===== src/rtl/usb_rx_pkg.sv =====
// rtl/usb_rx_pkg.sv - shared types and constants for the USB receive controller
package usb_rx_pkg;

    typedef enum logic [3:0] {
        IDLE,
        SYNC_RX,
        SYNC_CHK,
        DATA_RX,
        STORE,
        EOP_WAIT,
        ERR_WAIT,
        ERR_EOP,
        ERR_IDLE
    } state_t;

    localparam logic [7:0] SYNC_BYTE = 8'h80;
    localparam int         MAX_BYTES = 64;
    localparam int         CNT_W     = 7;
    localparam logic [CNT_W-1:0] MAX_CNT = CNT_W'(MAX_BYTES);

`ifdef USB_RX_PID_CHECK_EN
    // A PID byte carries its own one's complement in the upper nibble.
    function automatic logic pid_ok(input logic [7:0] pid);
        return pid[7:4] == ~pid[3:0];
    endfunction
`endif

endpackage


===== src/rtl/usb_rx_byte_cnt.sv =====
// rtl/usb_rx_byte_cnt.sv - saturating per-packet byte counter with clear and increment
module usb_rx_byte_cnt
    import usb_rx_pkg::*;
(
    input  logic             clk,
    input  logic             rst,
    input  logic             clear,
    input  logic             incr,
    output logic [CNT_W-1:0] count
);

    // Clear has priority; the count sticks at MAX_CNT instead of wrapping.
    always_ff @(posedge clk or posedge rst) begin
        if (rst) begin
            count <= '0;
        end else if (clear) begin
            count <= '0;
        end else if (incr && (count < MAX_CNT)) begin
            count <= count + 1'b1;
        end
    end

endmodule


===== src/rtl/usb_rx_ctrl.sv =====
// rtl/usb_rx_ctrl.sv - USB packet receive control FSM (optional PID check: USB_RX_PID_CHECK_EN)
module usb_rx_ctrl
    import usb_rx_pkg::*;
(
    input  logic             clk,
    input  logic             rst,
    input  logic             d_edge,
    input  logic             eop,
    input  logic             shift_enable,
    input  logic             byte_received,
    input  logic [7:0]       rcv_data,
    output logic             rcving,
    output logic             w_enable,
    output logic             r_error,
    output logic             packet_done,
    output logic [CNT_W-1:0] byte_count
);

    state_t state;
    state_t next_state;
    logic   eop_strobe;
    logic   cnt_clear;
    logic   last_slot;

    assign eop_strobe = eop && shift_enable;
    assign last_slot  = (byte_count >= (MAX_CNT - 1'b1));

    // State register; reset parks the FSM in IDLE regardless of clk.
    always_ff @(posedge clk or posedge rst) begin
        if (rst) begin
            state <= IDLE;
        end else begin
            state <= next_state;
        end
    end

    // Next-state and Moore output decode; packet_done is the only Mealy term.
    always_comb begin
        next_state  = state;
        rcving      = 1'b0;
        w_enable    = 1'b0;
        r_error     = 1'b0;
        packet_done = 1'b0;
        cnt_clear   = 1'b0;
        case (state)
            IDLE: begin
                if (d_edge) begin
                    next_state = SYNC_RX;
                    cnt_clear  = 1'b1;
                end
            end
            SYNC_RX: begin
                rcving = 1'b1;
                if (eop_strobe)         next_state = ERR_EOP;
                else if (byte_received) next_state = SYNC_CHK;
            end
            SYNC_CHK: begin
                rcving     = 1'b1;
                next_state = (rcv_data == SYNC_BYTE) ? DATA_RX : ERR_WAIT;
            end
            DATA_RX: begin
                rcving = 1'b1;
                // A byte completing alongside EOP is a stuffing artefact, not data.
                if (eop_strobe)         next_state = EOP_WAIT;
                else if (byte_received) next_state = STORE;
            end
            STORE: begin
                rcving   = 1'b1;
                w_enable = 1'b1;
                if (last_slot) begin
                    next_state = ERR_WAIT;
`ifdef USB_RX_PID_CHECK_EN
                end else if ((byte_count == '0) && !pid_ok(rcv_data)) begin
                    next_state = ERR_WAIT;
`endif
                end else begin
                    next_state = DATA_RX;
                end
            end
            EOP_WAIT: begin
                rcving = 1'b1;
                if (d_edge) begin
                    next_state  = IDLE;
                    packet_done = 1'b1;
                end
            end
            ERR_WAIT: begin
                rcving  = 1'b1;
                r_error = 1'b1;
                if (eop_strobe) next_state = ERR_EOP;
            end
            ERR_EOP: begin
                rcving  = 1'b1;
                r_error = 1'b1;
                if (d_edge) next_state = ERR_IDLE;
            end
            ERR_IDLE: begin
                r_error = 1'b1;
                if (d_edge) next_state = SYNC_RX;
            end
            default: next_state = IDLE;
        endcase
    end

    usb_rx_byte_cnt u_byte_cnt (
        .clk   (clk),
        .rst   (rst),
        .clear (cnt_clear),
        .incr  (w_enable),
        .count (byte_count)
    );

endmodule


===== config.mk =====
export PLATFORM = sky130hd
export DESIGN_NAME = usb_rx_ctrl
export DESIGN_NICKNAME = d
export VERILOG_FILES = /design/src/rtl/usb_rx_pkg.sv /design/src/rtl/usb_rx_byte_cnt.sv /design/src/rtl/usb_rx_ctrl.sv
export SDC_FILE = /design/constraint.sdc
export NUM_CORES = 1
export LEC_CHECK = 0
export BUFFER_PORTS_ARGS = -buffer_cell sky130_fd_sc_hd__buf_2
export CAP_MARGIN = 15
export CELL_PAD_IN_SITES_DETAIL_PLACEMENT = 1
export CELL_PAD_IN_SITES_GLOBAL_PLACEMENT = 1
export CORE_MARGIN = 4
export CORE_UTILIZATION = 35
export CTS_BUF_LIST = sky130_fd_sc_hd__clkbuf_16
export DETAILED_ROUTE_END_ITERATION = 8
export GPL_TIMING_DRIVEN = 1
export PLACE_DENSITY_LB_ADDON = 0.1
export SYNTH_ARGS = -nofsm -noshare
export SYNTH_HDL_FRONTEND = slang
export SYNTH_SLANG_ARGS = --single-unit

===== constraint.sdc =====
create_clock -name clk -period 2.84 [get_ports clk]
set_input_delay 0.568 -clock clk [delete_from_list [all_inputs] [get_ports clk]]
set_output_delay 0.568 -clock clk [all_outputs]
set_load 0.01 [all_outputs]

# Yosys cells after proc, flatten, opt, wreduce, memory -nomap -nowiden
# Index checks and enable logic that the tools add are counted.
# Widths: inputs -> output; s select.
dict set report classes {
  div_mod_pow 0
  muxes 19
  add_sub_neg 1
  n_eq_ne 15
  reduce_logical 8
  bitwise 0
  n_shift 0
  magnitude_cmp 2
  n_mul 0
}
# operator n
set ops {}
lappend ops {{$mux 4} 8}
lappend ops {{$pmux 4 s8} 1}
lappend ops {{$eq 4x3->1 const B} 4}
lappend ops {{$mux 7} 2}
lappend ops {{$eq 4x2->1 const B} 2}
lappend ops {{$eq 8x8->1 const B} 1}
lappend ops {{$add 7x1->7 const B} 1}
lappend ops {{$ge 7x6->1 const B} 1}
lappend ops {{$lt 7x7->1 const B} 1}
lappend ops {{$reduce_or 7->1} 1}
lappend ops {{$mux 1} 6}
lappend ops {{$mux 3} 2}
lappend ops {{$ne 2x2->1 const B} 3}
lappend ops {{$ne 3x3->1 const B} 2}
lappend ops {{$reduce_and 6->1} 1}
lappend ops {{$eq 4x1->1 const B} 1}
lappend ops {{$eq 4x4->1 const B} 1}
lappend ops {{$logic_not 4->1} 1}
lappend ops {{$reduce_or 3->1} 1}
lappend ops {{$logic_and 1x1->1} 2}
lappend ops {{$ne 2x1->1 const B} 1}
lappend ops {{$reduce_bool 2->1} 1}
lappend ops {{$reduce_or 2->1} 1}
dict set report word_totals {
  out_inout_bits 11
  memories 0
  reg_bits 11
  rom_bits 0
  latch_bits 0
  wordCells 47
  ram_bits 0
}

# Logic depth before layout (Yosys ltp)
dict set report logic_depth {
  word_depth 5
  depth_mapped 6
  mapped_depth_nobuf 5
}

# Cells and area by module
# A second synthesis with hierarchy kept.
dict set report hier_totals {
  hier_cells 88
  area_unflattened_um2 788.3
}
# mod cells_each area_each_um2 instances seq_area_each_um2
set by_module_without_submodules {}
lappend by_module_without_submodules {usb_rx_ctrl 54 451.7 1 100.1}
lappend by_module_without_submodules {usb_rx_byte_cnt 34 336.6 1 175.2}

# Worst setup path after synthesis
# Ideal clock, no wire load.
dict set report synth_path {
  path_kind {register to output}
  start {register state[3]}
  end {output w_enable}
  path_buffers 1
  path_slack_ps 1148
  arrival_time_ps 1124
  path_stages_with_launch 4
  t_required_ps 2272
  path_cell_list {dfrtp_1 > or4b_1 > buf_2 > inv_2}
}
dict set report synth_between {
  elab_chain_cells 2
}
# item line
set synth_lines {}
lappend synth_lines {{start, declared} usb_rx_ctrl.sv:19} ;# state_t state;
lappend synth_lines {{start signal, assigned} usb_rx_ctrl.sv:33} ;# state <= next_state;
lappend synth_lines {{$eq 4x3->1} usb_rx_ctrl.sv:45} ;# case (state)
lappend synth_lines {{$mux 1} usb_rx_ctrl.sv:45}
lappend synth_lines {{end, declared} usb_rx_ctrl.sv:13} ;# output logic w_enable,
# Every way passes these cells.

# Worst setup path in the final report
# Ends and elaborated chain as after synthesis.

==> impl_metrics.json <==
{
  "wl_met3_um": 139,
  "yosysMostFrequentCell": "dfrtp_1",
  "synth_cells": 82,
  "power.leakage_uw": 0.000446,
  "grt_use_total_pct": 16.1,
  "cts_buffers": 3,
  "routedWlPerCell_um": 15.2,
  "synth-simple-area-share_pct": 32.3,
  "critPathLaunchType": "flip-flop",
  "slew_viol_final": 0,
  "ir_worst_vdd_v": 0.000535,
  "skew_ps": 4.01,
  "worstPathMaxFanout": 13,
  "final_cells": 132,
  "setup_viol": 0,
  "synth_commonest_cells": "11 x dfrtp_1, 7 x nor2_1, 5 x a21oi_1",
  "relSlewSlack_pct": 70.8,
  "dr.pass1.iters": 3,
  "status": "finished, final reports clean",
  "tns_ps": 0,
  "ys_seq_elements": 11,
  "cts_tree": "yes",
  "critPathRequiredTime_ps": 2270,
  "timing.fmax_mhz": 424,
  "period_share_pct": 83.0,
  "cp_cell_sequence": "or4b_1, inv_2, buf_2",
  "grt_overflow": 0,
  "grt_max_degree": 14,
  "areaGrowthSynthToFinish_pct": 27.2,
  "synthMuxAreaShare_pct": 5.87,
  "synth_xor_xnor_area_share_pct": 4.57,
  "synth_edf_count": 0,
  "finalHoldViolCount": 0,
  "drt_iter0_markers": 8,
  "cts_root_buf": "clkbuf_16",
  "grt_pass1_vias": 722,
  "ctsHoldBuffers": 0,
  "drc_errors": 0,
  "num_rows": 16,
  "seq_area_frac_synth_pct": 35.9,
  "syn-num-nets": 97,
  "ios": 25,
  "yosysTopAreaCell": "dfrtp_1",
  "synthArstFlopShare_pct": 100,
  "dr_wl_met2_um": 917,
  "min_path_type": "input pin to asynchronous set/reset pin",
  "tightest_slew_ps": 438,
  "synthTopCellsByArea": "dfrtp_1 36%, xnor2_1 4.6%, mux2_1 4.4%",
  "fin_hold_ws_ps": 321,
  "die_height_um": 54.8,
  "highest_layer": "met4",
  "rsz0062_at_grt": "false",
  "cts_max_level": 1,
  "critPathArrivalTime_ps": 1790,
  "ys_types": 39,
  "wl_um": 2010,
  "syn_avg_cell_area_um2": 9.35,
  "path_clk_slew_ps": 40,
  "syn-cell-area_um2": 767,
  "antenna_found_initial": 0,
  "antenna_cells": 0,
  "synth_compound_area_share_pct": 14.7,
  "maxCapViolations": 0,
  "hpwl_um": 1530,
  "power.density_nw_per_um2": 1070,
  "fin_crit_ps": 2360,
  "port_buffers": 24,
  "crit_slowest_cell": "or4b_1",
  "post_cts_buffers": 0,
  "slowest_delay_ps": 760,
  "synth_top_cell_area_share_pct": 35.9,
  "synth_top_family_by_area": "simple AND/OR/NAND/NOR gates",
  "synth_ff_type": "dfrtp_1",
  "cts.path.max_buffers": 2,
  "critPathKind": "flip-flop to primary output",
  "worst_setup_path_end_kind": "primary output",
  "nets": 121,
  "routabilityCongestion": 0.696,
  "post_drt_via_cell_ratio": 5.42,
  "dp.cells": 128,
  "drt-met1-wl_um": 943,
  "vias": 716,
  "worstSkewPairLatency_ps": 240,
  "start_util_pct": 37.9,
  "grt_pass1_wl_um": 3440,
  "ant_nets": 0,
  "die_area_um2": 3000,
  "numClockSinks": 11,
  "core_area_um2": 2020,
  "drive_gt1_share_pct": 33.3,
  "ys_warn_count": 0,
  "yosys.area_share.adder_pct": 1.63,
  "fill_cells": 253,
  "cts_resized": 0,
  "dieWidth_um": 54.8
}
-- state kept, by name (all words and copies together), names as in the netlist --
register          cells
state                 4
u_byte_cnt.count      7
-- routing by layer --
metal,global-route usage (%),up-vias
met3,4.09,2
met1,21.9,350
met4,3.73,0
met5,0,-
met2,25.4,18
li1,-,346
-- cells by family (layout without fill, tap and decap cells) --
group	Yosys count	in the layout
fa+ha+maj	1	1
buf+inv	9	32
simple gates	36	36
mux	4	4
compound gates	17	17
xor+xnor	4	4
flops	11	11
-- area by class of cell --
type / count / area (µm²) / area share (%)
Sequential cell: 11 / 275 / 28.2
Clock buffer: 3 / 75.1 / 7.69
Tap cell: 27 / 33.8 / 3.46
Clock inverter: 1 / 3.75 / 0.385
Multi-Input combinational cell: 62 / 453 / 46.4
Inverter: 4 / 15.0 / 1.54
Timing Repair Buffer: 24 / 120 / 12.3
-- critical path: cells and delay by family (launching register included) --
kind                   cells  cell delay, ps
buffers and inverters      2             270
and+or+nand+nor            1             760
DFF                        1             520
-- report_power, final --
part           internal [µW]  total (µW)  leakage (µW)  switching (µW)
combinational            225         447      0.000260             222
clock                    185         255     0.0000423            70.2
sequential               217         342      0.000144             125
-- through the flow --
step / area, µm² / worst slack, ps / utilization (%) / power, µW
after floorplan: 767 / 1150 / - / 664
after global placement: 897 / 785 / 44.4 / 775
after detailed placement: 897 / 752 / 44.4 / 795
after CTS: 976 / 488 / 48.3 / 1060
after global routing: 976 / 395 / 48.3 / 1140
final: 976 / 484 / 48.3 / 1040
-- path summary, 6_finish.rpt --
path / start / end / slack (ps) / cells after the start
setup reg to reg: state[3]$_DFFE_PP0P_ / u_byte_cnt.count[0]$_DFFE_PP0P_ / 830 / 4
hold reg to reg: u_byte_cnt.count[5]$_DFFE_PP0P_ / u_byte_cnt.count[5]$_DFFE_PP0P_ / 580 / 2
setup / recovery: state[3]$_DFFE_PP0P_ / w_enable / 480 / 3
hold / removal: rst / state[2]$_DFFE_PP0P_ / 320 / 2
min in group clk: u_byte_cnt.count[5]$_DFFE_PP0P_ / u_byte_cnt.count[5]$_DFFE_PP0P_ / 580 / 2
max in group asynchronous: rst / u_byte_cnt.count[2]$_DFFE_PP0P_ / 2210 / 2
-- cell usage in the layout (no fill, tap or decap), types with 2 or more instances in the layout --
cell type and n:
nand4_1 2, nor3_1 3, nand3_1 3, o21ai_0 2, clkbuf_16 3, a211o_1 2, a21oi_1 5, dfrtp_1 11
xnor2_1 4, nor2_1 7, nand3b_1 3, inv_1 4, buf_2 24, mux2_1 3, nor4b_1 2, nand2_1 4
(Power assumes the default switching activity.)
